==> src/rtl/run_controller.sv <==
// Run sequencer for a DUT test harness: holds the harness in reset, enables
// stimulus for a programmed number of cycles, lets in-flight results drain,
// then snapshots the harness counters into result registers.
//
// state   | meaning
// IDLE    | harness held in reset, waiting for a run request
// CLEAR   | harness held in reset for CLEAR_CYCLES before stimulus
// RUN     | stimulus enabled, one cycle per programmed run length
// DRAIN   | stimulus stopped, counters still live for in-flight results
// CAPTURE | harness frozen for two cycles, counters sampled at the end
// DONE    | results held until the next run request
module run_controller #(
   parameter int CTR_WIDTH    = 32,
   parameter int CLEAR_CYCLES = 2,
   parameter int DRAIN_CYCLES = 4
) (
   input  logic                 clk_dut,
   input  logic                 reset,
   input  logic                 i_start,
   input  logic                 i_abort,
   input  logic [CTR_WIDTH-1:0] i_run_len,
   output logic                 o_tb_reset,
   output logic                 o_tb_enable,
   output logic                 o_tb_freeze,
   input  logic [CTR_WIDTH-1:0] i_data_ctr,
   input  logic [CTR_WIDTH-1:0] i_event_ctr,
   input  logic [CTR_WIDTH-1:0] i_dut_delay,
   output logic [CTR_WIDTH-1:0] o_res_data,
   output logic [CTR_WIDTH-1:0] o_res_event,
   output logic [CTR_WIDTH-1:0] o_res_delay,
   output logic [CTR_WIDTH-1:0] o_cycles_run,
   output logic                 o_busy,
   output logic                 o_done,
   output logic                 o_aborted,
   output logic [2:0]           o_state
);

   typedef enum logic [2:0] {
      IDLE    = 3'd0,
      CLEAR   = 3'd1,
      RUN     = 3'd2,
      DRAIN   = 3'd3,
      CAPTURE = 3'd4,
      DONE    = 3'd5
   } state_t;

   // Timer loads are "cycles - 1" because the terminal count is reached on
   // the last cycle spent in the state.
   localparam logic [CTR_WIDTH-1:0] CLR_LOAD = CTR_WIDTH'(CLEAR_CYCLES - 1);
   localparam logic [CTR_WIDTH-1:0] DRN_LOAD = CTR_WIDTH'((DRAIN_CYCLES > 0) ? DRAIN_CYCLES - 1 : 0);
   localparam logic [CTR_WIDTH-1:0] CAP_LOAD = CTR_WIDTH'(1);
   localparam logic [CTR_WIDTH-1:0] ONE      = CTR_WIDTH'(1);

   state_t               state_q, state_d;
   logic [CTR_WIDTH-1:0] tmr_q, tmr_d;
   logic [CTR_WIDTH-1:0] len_q, len_d;
   logic [CTR_WIDTH-1:0] cycles_q, cycles_d;
   logic [CTR_WIDTH-1:0] res_data_q, res_data_d;
   logic [CTR_WIDTH-1:0] res_event_q, res_event_d;
   logic [CTR_WIDTH-1:0] res_delay_q, res_delay_d;
   logic                 aborted_q, aborted_d;
   logic [CTR_WIDTH-1:0] tmr_dec;

   // State and datapath registers with synchronous reset.
   always_ff @(posedge clk_dut) begin
      if (reset) begin
         state_q     <= IDLE;
         tmr_q       <= '0;
         len_q       <= '0;
         cycles_q    <= '0;
         res_data_q  <= '0;
         res_event_q <= '0;
         res_delay_q <= '0;
         aborted_q   <= 1'b0;
      end else begin
         state_q     <= state_d;
         tmr_q       <= tmr_d;
         len_q       <= len_d;
         cycles_q    <= cycles_d;
         res_data_q  <= res_data_d;
         res_event_q <= res_event_d;
         res_delay_q <= res_delay_d;
         aborted_q   <= aborted_d;
      end
   end

   // Next-state, timer and result update logic.
   always_comb begin
      state_d     = state_q;
      tmr_d       = tmr_q;
      len_d       = len_q;
      cycles_d    = cycles_q;
      res_data_d  = res_data_q;
      res_event_d = res_event_q;
      res_delay_d = res_delay_q;
      aborted_d   = aborted_q;
      tmr_dec     = (tmr_q == '0) ? '0 : tmr_q - ONE;

      case (state_q)
         IDLE, DONE: begin
            if (i_start) begin
               len_d       = i_run_len;
               cycles_d    = '0;
               res_data_d  = '0;
               res_event_d = '0;
               res_delay_d = '0;
               aborted_d   = 1'b0;
               if (i_run_len == '0) begin
                  state_d = DONE;
               end else begin
                  state_d = CLEAR;
                  tmr_d   = CLR_LOAD;
               end
            end
         end
         CLEAR: begin
            if (i_abort) begin
               state_d   = CAPTURE;
               tmr_d     = CAP_LOAD;
               aborted_d = 1'b1;
            end else if (tmr_q == '0) begin
               state_d = RUN;
               tmr_d   = (len_q == '0) ? '0 : len_q - ONE;
            end else begin
               tmr_d = tmr_dec;
            end
         end
         RUN: begin
            // The cycle carrying an abort still had stimulus enabled, so it counts.
            cycles_d = (&cycles_q) ? cycles_q : cycles_q + ONE;
            if (i_abort) begin
               state_d   = CAPTURE;
               tmr_d     = CAP_LOAD;
               aborted_d = 1'b1;
            end else if (tmr_q == '0) begin
               if (DRAIN_CYCLES == 0) begin
                  state_d = CAPTURE;
                  tmr_d   = CAP_LOAD;
               end else begin
                  state_d = DRAIN;
                  tmr_d   = DRN_LOAD;
               end
            end else begin
               tmr_d = tmr_dec;
            end
         end
         DRAIN: begin
            if (i_abort) begin
               state_d   = CAPTURE;
               tmr_d     = CAP_LOAD;
               aborted_d = 1'b1;
            end else if (tmr_q == '0) begin
               state_d = CAPTURE;
               tmr_d   = CAP_LOAD;
            end else begin
               tmr_d = tmr_dec;
            end
         end
         CAPTURE: begin
            if (tmr_q == '0) begin
               res_data_d  = i_data_ctr;
               res_event_d = i_event_ctr;
               res_delay_d = i_dut_delay;
               state_d     = DONE;
            end else begin
               tmr_d = tmr_dec;
            end
         end
         default: begin
            state_d = IDLE;
            tmr_d   = '0;
         end
      endcase
   end

   // Moore output decode from the registered state.
   always_comb begin
      o_tb_reset  = (state_q == IDLE) || (state_q == CLEAR);
      o_tb_enable = (state_q == RUN);
      o_tb_freeze = !((state_q == RUN) || (state_q == DRAIN));
      o_busy      = (state_q == CLEAR) || (state_q == RUN) ||
                    (state_q == DRAIN) || (state_q == CAPTURE);
      o_done      = (state_q == DONE);
   end

   assign o_state      = state_q;
   assign o_cycles_run = cycles_q;
   assign o_res_data   = res_data_q;
   assign o_res_event  = res_event_q;
   assign o_res_delay  = res_delay_q;
   assign o_aborted    = aborted_q;

endmodule

==> config.mk <==
export PLATFORM = sky130hd
export DESIGN_NAME = run_controller
export DESIGN_NICKNAME = d
export VERILOG_FILES = /design/src/rtl/run_controller.sv
export SDC_FILE = /design/constraint.sdc
export NUM_CORES = 1
export LEC_CHECK = 0
export BUFFER_PORTS_ARGS = -buffer_cell sky130_fd_sc_hd__buf_2
export CAP_MARGIN = 10
export CELL_PAD_IN_SITES_DETAIL_PLACEMENT = 0
export CELL_PAD_IN_SITES_GLOBAL_PLACEMENT = 1
export CORE_ASPECT_RATIO = 0.7
export CORE_MARGIN = 2
export CORE_UTILIZATION = 40
export DETAILED_ROUTE_END_ITERATION = 10
export PLACE_DENSITY = 0.89
export SYNTH_ARGS = -nofsm -noshare
export SYNTH_HDL_FRONTEND = slang
export SYNTH_SLANG_ARGS = --single-unit
export TNS_END_PERCENT = 30
==> constraint.sdc <==
create_clock -name clk_dut -period 8.4 [get_ports clk_dut]
set_clock_uncertainty 0.05 [all_clocks]
set_input_delay 0.84 -clock clk_dut [delete_from_list [all_inputs] [get_ports clk_dut]]
set_output_delay 0.84 -clock clk_dut [all_outputs]
set_load 0.05 [all_outputs]
Word level (Yosys, flattened, before mapping)
Cells that the tools add are included.

cells by class
  add/sub/neg operators = 3
  eq/ne operators = 14
  multiplexer cells = 33
  reductions and logical operators = 22

operators by type and width
  operator                 number
  $mux W32                 15
  $pmux W32 S2             4
  $pmux W32 S5             1
  $logic_not A32 Y1        3
  $sub A32 B1 Y32 const B  2
  $add A32 B1 Y32 const B  1
  $reduce_and A32 Y1       1
  $mux W3                  9
  $pmux W3 S5              1
  $reduce_and A3 Y1        4
  $ne A2 B2 Y1 const B     5
  $eq A3 B2 Y1 const B     2
  $eq A3 B3 Y1 const B     2
  $ne A3 B3 Y1 const B     2
  $reduce_bool A2 Y1       3
  $logic_or A1 B1 Y1       5
  $reduce_and A5 Y1        1
  $eq A3 B1 Y1 const B     1
  $logic_not A3 Y1         1
  $ne A3 B2 Y1 const B     1
  $reduce_or A3 Y1         1
  $mux W1                  2
  $ne A2 B1 Y1 const B     1
  $pmux W1 S2              1
  other kinds (3)          3

storage, ports and cells
  register bits after elaboration = 196
  bits of input ports = 132
  logic and storage cells = 80

Longest topological paths before layout
  depth after elaboration = 5
  gate-level depth with buffers = 12
  depth with buffers taken out = 8

Worst setup path before layout
Ideal clock, no wire load.

  kind = register to register
  start point = register state_q[2] (netlist: o_state[2])
  end point = register cycles_q[27] (netlist: o_cycles_run[27])
  library setup time = 0.070 ns
  data arrival time = 2.978 ns
  required time = 8.280 ns
  setup slack = 5.301 ns
  cell stages (with the launch flop) = 10
  cells stage by stage = dfxtp_1 clkbuf_1 and3b_1 a22o_1 clkbuf_1 nand4_1 a211o_1 clkbuf_1 or3_1 a21oi_1

on the way
  word-level cells in the longest chain between the ends = 4
  elaborated cells between the ends (all ways) = 9

RTL lines
  item                                                          line  RTL
  from (decl)                                                   54    state_t state_q, state_d;
  from (signal assigned)                                        76    state_q <= state_d;
  $eq A3 B3 Y1 *                                                -
  via o_done                                                    33    output logic o_done,
  $reduce_or A2 Y1 *                                            99    case (state_q)
  $ne A2 B2 Y1 (no line) or $reduce_bool A2 Y1 (tied branches)  -
  $reduce_and A3 Y1 (no line)                                   -
  to (signal assigned)                                          79    cycles_q <= cycles_d;
  to (decl)                                                     57    logic [CTR_WIDTH-1:0] cycles_q, cycles_d;

Mark *: on every way through the listed nets, which the timed path passes. The rest lies on a longest branch.
A chain may end at the register's enable or synchronous reset.

Worst setup path in the final report
  start point = register tmr_q[0]
  end point = register res_delay_q[16] (netlist: o_res_delay[16])

on the way
  word-level cells in the longest chain between the ends = 3

RTL lines
  item                         line  RTL
  from (decl)                  55    logic [CTR_WIDTH-1:0] tmr_q, tmr_d;
  from (signal assigned)       77    tmr_q <= tmr_d;
  $logic_not A32 Y1            160   if (tmr_q == '0) begin
  $ne A2 B2 Y1 (no line)       -
  $reduce_and A3 Y1 (no line)  -
  to (signal assigned)         82    res_delay_q <= res_delay_d;
  to (decl)                    60    logic [CTR_WIDTH-1:0] res_delay_q, res_delay_d;

Every way passes these cells.

==> results.rst <==
.. list-table::
   :header-rows: 1

   * - Metric
     - Value
   * - Via Count
     - 9,642
   * - Area added between synthesis and finish
     - 21.46%
   * - Fillcell total
     - 2,334
   * - Global-route wire length before repair
     - 47,270 um
   * - Library cells used by synthesis
     - 59
   * - Endpoint arrival time on the critical path
     - 4.06 ns
   * - Clock root buffer
     - sky130_fd_sc_hd__clkbuf_16
   * - Post-route antenna net violation count
     - 0
   * - Initial drt markers
     - 786
   * - Synthesis warning total
     - 0
   * - Clock network latency to the later pin of the worst-skew pair
     - 0.43 ns
   * - Count of pins over their slew limit
     - 0
   * - Headroom to the max-slew limit
     - 0.2409
   * - Number of optimization iterations in the first detailed-route pass
     - 5
   * - Post-placement cell count
     - 1,710
   * - Element type at the critical path end
     - flip-flop
   * - Pin slew with the least headroom to its limit
     - 1.139 ns
   * - Overflow left after global routing
     - 0
   * - Number of buffers inserted during clock tree synthesis
     - 17
   * - Cts hold-fix bufs
     - 0
   * - Non-Filler Instances
     - 1,739
   * - Antenna violations before repair
     - 0
   * - Maximum operating frequency
     - 266.2 MHz
   * - Unrepaired setup endpoints after global routing
     - false
   * - Total of flip-flops plus latches after synthesis
     - 196
   * - Diodes inserted
     - 0
   * - Routed vias/inst
     - 5.545
   * - Run status
     - finished clean
   * - Synthesized netlist cell count
     - 1,214
   * - Worst setup path category
     - reg -> reg
   * - Fraction of the yosys area taken by sequential cells
     - 0.4165
   * - Async S/R FF share, synth
     - 0
   * - Cell area after synthesis
     - 0.009422 mm^2
   * - Global-route usage over all layers
     - 0.2338
   * - Hold Crit Class
     - reg -> reg
   * - Weighted congestion reported at the end of routability-driven placement
     - 0.9469
   * - Syn_nets
     - 1,351
   * - Average wire length per cell after detail routing
     - 16.91 um
   * - Area of the placeable core
     - 0.02291 mm^2
   * - Number of I/O pins
     - 269
   * - Worst-case hold slack
     - 0.3972 ns
   * - Net count reported at finish
     - 1,554
   * - Initial standard-cell utilization of the core
     - 0.4113
   * - Horizontal extent of the die
     - 187.4 um
   * - Die Area
     - 0.02482 mm^2
   * - Highest net fanout along the worst path
     - 96
   * - H-tree levels
     - 4
   * - Cell breakdown of the critical path
     - inv_1 > ha_1 > or4b_1 > or4_4 > or4_1 > o21ai_4 > buf_4 > nand3_1 > a21oi_1
   * - Highest-delay cell along the critical path
     - sky130_fd_sc_hd__buf_4
   * - Floorplan die height
     - 132.4 um
   * - Kind of start point of the critical path
     - flip-flop
   * - Clock period minus worst slack
     - 3.757 ns
   * - Port Buffer Count
     - 268
   * - Maximum number of pins on one net before global-route repair
     - 98
   * - CTS tree
     - built
   * - Clock transition at path regs
     - 0.07 ns
   * - Area occupied by multi-input gates
     - 0.005029 mm^2
   * - Setup TNS Final
     - 0 ns
   * - Most instantiated flip-flop cell in the synthesis netlist
     - sky130_fd_sc_hd__dfxtp_1
   * - Number of cells upsized or downsized after cts
     - 0
   * - Combined buffer and inverter count along the critical path
     - 2
   * - Required time worst endpoint
     - 8.70 ns
   * - Share of layout cells above drive strength 1
     - 0.2242
   * - Number of clock sinks
     - 196
   * - Static power due to leakage
     - 4.664 nW
   * - EDFF count, synth
     - 0
   * - Setup violations, final
     - 0
   * - Via count of the first global-routing pass
     - 8,943
   * - Max-cap check violation count
     - 0
   * - Crit share post-route
     - 0.4473
   * - Placed wire-length estimate after detailed placement
     - 20,680 um
   * - Residual DRC count
     - 0
   * - Maximum vdd ir drop
     - 0.2762 mV
   * - Final hold violation count
     - 0
   * - Maximum cell stage delay along the critical path
     - 0.77 ns
   * - Top cell family by delay on the critical path
     - simple AND/OR/NAND/NOR gates
   * - Mean area per synthesized cell
     - 7.761 um^2
   * - Std cell rows
     - 46
   * - Post-CTS Setup Bufs
     - 0
   * - Power density normalized to cell area
     - 450.6 mW/mm^2
   * - Sum of routed wire length over all layers
     - 29,410 um
   * - FF/Latch Area
     - 0.003924 mm^2
   * - CTS Buffer Depth
     - 2
==> report_power, final <==
group	total [W]	internal [W]	switching, W
logic	0.00305	0.000950	0.00210
clock network	0.000854	0.000498	0.000357
registers	0.00126	0.00108	0.000181
total	0.00516	0.00252	0.00263
==> cell usage in the layout, fill, tap and decap left out, types with 3 or more instances in the layout <==
cell,instances
sky130_fd_sc_hd__nand2b_1,4
sky130_fd_sc_hd__xnor2_1,14
sky130_fd_sc_hd__or2_2,6
sky130_fd_sc_hd__inv_1,22
sky130_fd_sc_hd__o211ai_1,7
sky130_fd_sc_hd__o2111ai_1,4
sky130_fd_sc_hd__ha_1,5
sky130_fd_sc_hd__a21o_1,3
sky130_fd_sc_hd__nand2_1,192
sky130_fd_sc_hd__o21ai_0,23
sky130_fd_sc_hd__buf_4,10
sky130_fd_sc_hd__nor4b_1,4
sky130_fd_sc_hd__dfxtp_1,196
sky130_fd_sc_hd__a21oi_1,156
sky130_fd_sc_hd__clkbuf_8,4
sky130_fd_sc_hd__and2_1,10
sky130_fd_sc_hd__nor2_1,69
sky130_fd_sc_hd__nor3_1,42
sky130_fd_sc_hd__a211oi_1,6
sky130_fd_sc_hd__nand3_1,112
sky130_fd_sc_hd__a22oi_1,18
sky130_fd_sc_hd__clkbuf_16,17
sky130_fd_sc_hd__o22ai_1,19
sky130_fd_sc_hd__and3_1,9
sky130_fd_sc_hd__or3_1,23
sky130_fd_sc_hd__o31ai_1,4
sky130_fd_sc_hd__nor3b_1,5
sky130_fd_sc_hd__a32oi_1,12
sky130_fd_sc_hd__bufinv_16,3
sky130_fd_sc_hd__nand4_1,17
sky130_fd_sc_hd__a2bb2oi_1,4
sky130_fd_sc_hd__or4_1,11
sky130_fd_sc_hd__o2bb2ai_1,16
sky130_fd_sc_hd__nor4_1,31
sky130_fd_sc_hd__and4_1,6
sky130_fd_sc_hd__buf_2,267
sky130_fd_sc_hd__a22o_1,5
sky130_fd_sc_hd__xor2_1,39
==> per-layer routing <==
| layer | track usage | part of all wire | up-vias |
|---|---|---|---|
| met5 | 0 | 0 | - |
| met4 | 0.06168 | 0.013 | 0 |
| met3 | 0.06468 | 0.087 | 32 |
| met2 | 0.3501 | 0.43 | 370 |
| met1 | 0.3309 | 0.47 | 4488 |
| li1 | - | - | 4752 |
==> sequential cells by signal, summed over array words and instances, names as in the netlist <==
signal,count
o_state,3
o_aborted,1
o_cycles_run,32
o_res_delay,32
len_q,32
o_res_event,32
o_res_data,32
tmr_q,32
==> worst paths after layout <==
check,startpoint,to,slack [ns],cells after the start
worst max-delay path,tmr_q[0],o_res_delay[16],4.64,9
worst min-delay path,o_res_delay[0],o_res_delay[0],0.40,2
worst max register to register,tmr_q[0],o_res_delay[16],4.64,9
worst min register to register,o_res_delay[0],o_res_delay[0],0.40,2
==> Yosys cell counts (3+ instances only) <==
master	count	area [um^2]
sky130_fd_sc_hd__and2_1	10	62.56
sky130_fd_sc_hd__nand2b_1	4	25.02
sky130_fd_sc_hd__a22o_1	5	43.79
sky130_fd_sc_hd__buf_2	13	65.06
sky130_fd_sc_hd__a21oi_1	156	780.8
sky130_fd_sc_hd__o31ai_1	4	30.03
sky130_fd_sc_hd__nand2_1	192	720.7
sky130_fd_sc_hd__o21ai_0	23	115.1
sky130_fd_sc_hd__a21o_1	3	22.52
sky130_fd_sc_hd__nor4_1	32	200.2
sky130_fd_sc_hd__o22ai_1	19	118.9
sky130_fd_sc_hd__or3_1	23	143.9
sky130_fd_sc_hd__dfxtp_1	196	3924
sky130_fd_sc_hd__nand4_1	17	106.4
sky130_fd_sc_hd__a211oi_1	6	45.04
sky130_fd_sc_hd__nor4b_1	4	35.03
sky130_fd_sc_hd__inv_1	22	82.58
sky130_fd_sc_hd__and4_1	6	52.55
sky130_fd_sc_hd__nor3_1	42	210.2
sky130_fd_sc_hd__a22oi_1	18	135.1
sky130_fd_sc_hd__o2111ai_1	4	35.03
sky130_fd_sc_hd__a32oi_1	12	105.1
sky130_fd_sc_hd__or2_2	6	37.54
sky130_fd_sc_hd__or4_1	11	82.58
sky130_fd_sc_hd__nor3b_1	5	37.54
sky130_fd_sc_hd__ha_1	5	62.56
sky130_fd_sc_hd__o211ai_1	7	52.55
sky130_fd_sc_hd__nor2_1	69	259.0
sky130_fd_sc_hd__xor2_1	39	341.6
sky130_fd_sc_hd__nand3_1	112	560.5
sky130_fd_sc_hd__and3_1	10	62.56
sky130_fd_sc_hd__buf_4	5	37.54
sky130_fd_sc_hd__xnor2_1	14	122.6
sky130_fd_sc_hd__clkbuf_1	71	266.5
sky130_fd_sc_hd__o2bb2ai_1	16	140.1
sky130_fd_sc_hd__a2bb2oi_1	4	35.03
==> stage by stage <==
stage | total power (W) | util | cell area [um^2] | setup WS (ns)
finish | 0.005156 | 0.4996 | 11440 | 4.643
detailed placement | 0.004236 | 0.4731 | 10840 | 4.719
global route | 0.005506 | 0.4996 | 11440 | 4.455
global placement | 0.004215 | 0.4731 | 10840 | 4.822
CTS | 0.005106 | 0.4996 | 11440 | 4.689
floorplan | 0.003533 | - | 9422 | 5.301
==> tightest hold or removal path: cells and delay by family, from the launching register on <==
family	cells	cell delay, ns
DFF	1	0.30
and+or+nand+nor	1	0.05
AOI/OAI and AO/OA	1	0.05
==> cell families after synthesis <==
kind of cell             after synthesis  synth area share
AND/OR/NAND/NOR                      554            0.2871
AO/OA/AOI/OAI                        290            0.1883
flip-flops                           196            0.4165
buffers and inverters                115           0.05113
XOR/XNOR                              53           0.04927
adder cells (fa/ha/maj)                5          0.006640
multiplexers                           1          0.001062
==> final cells by class <==
type | instances | area share
repair buffers | 277 | 0.1233
clock buffers | 22 | 0.04231
clock inverters | 7 | 0.01072
flip-flops and latches | 196 | 0.3429
multi-input cells | 903 | 0.4394
inverters | 22 | 0.007216
well taps | 312 | 0.03411
(Power assumes the default switching activity.)
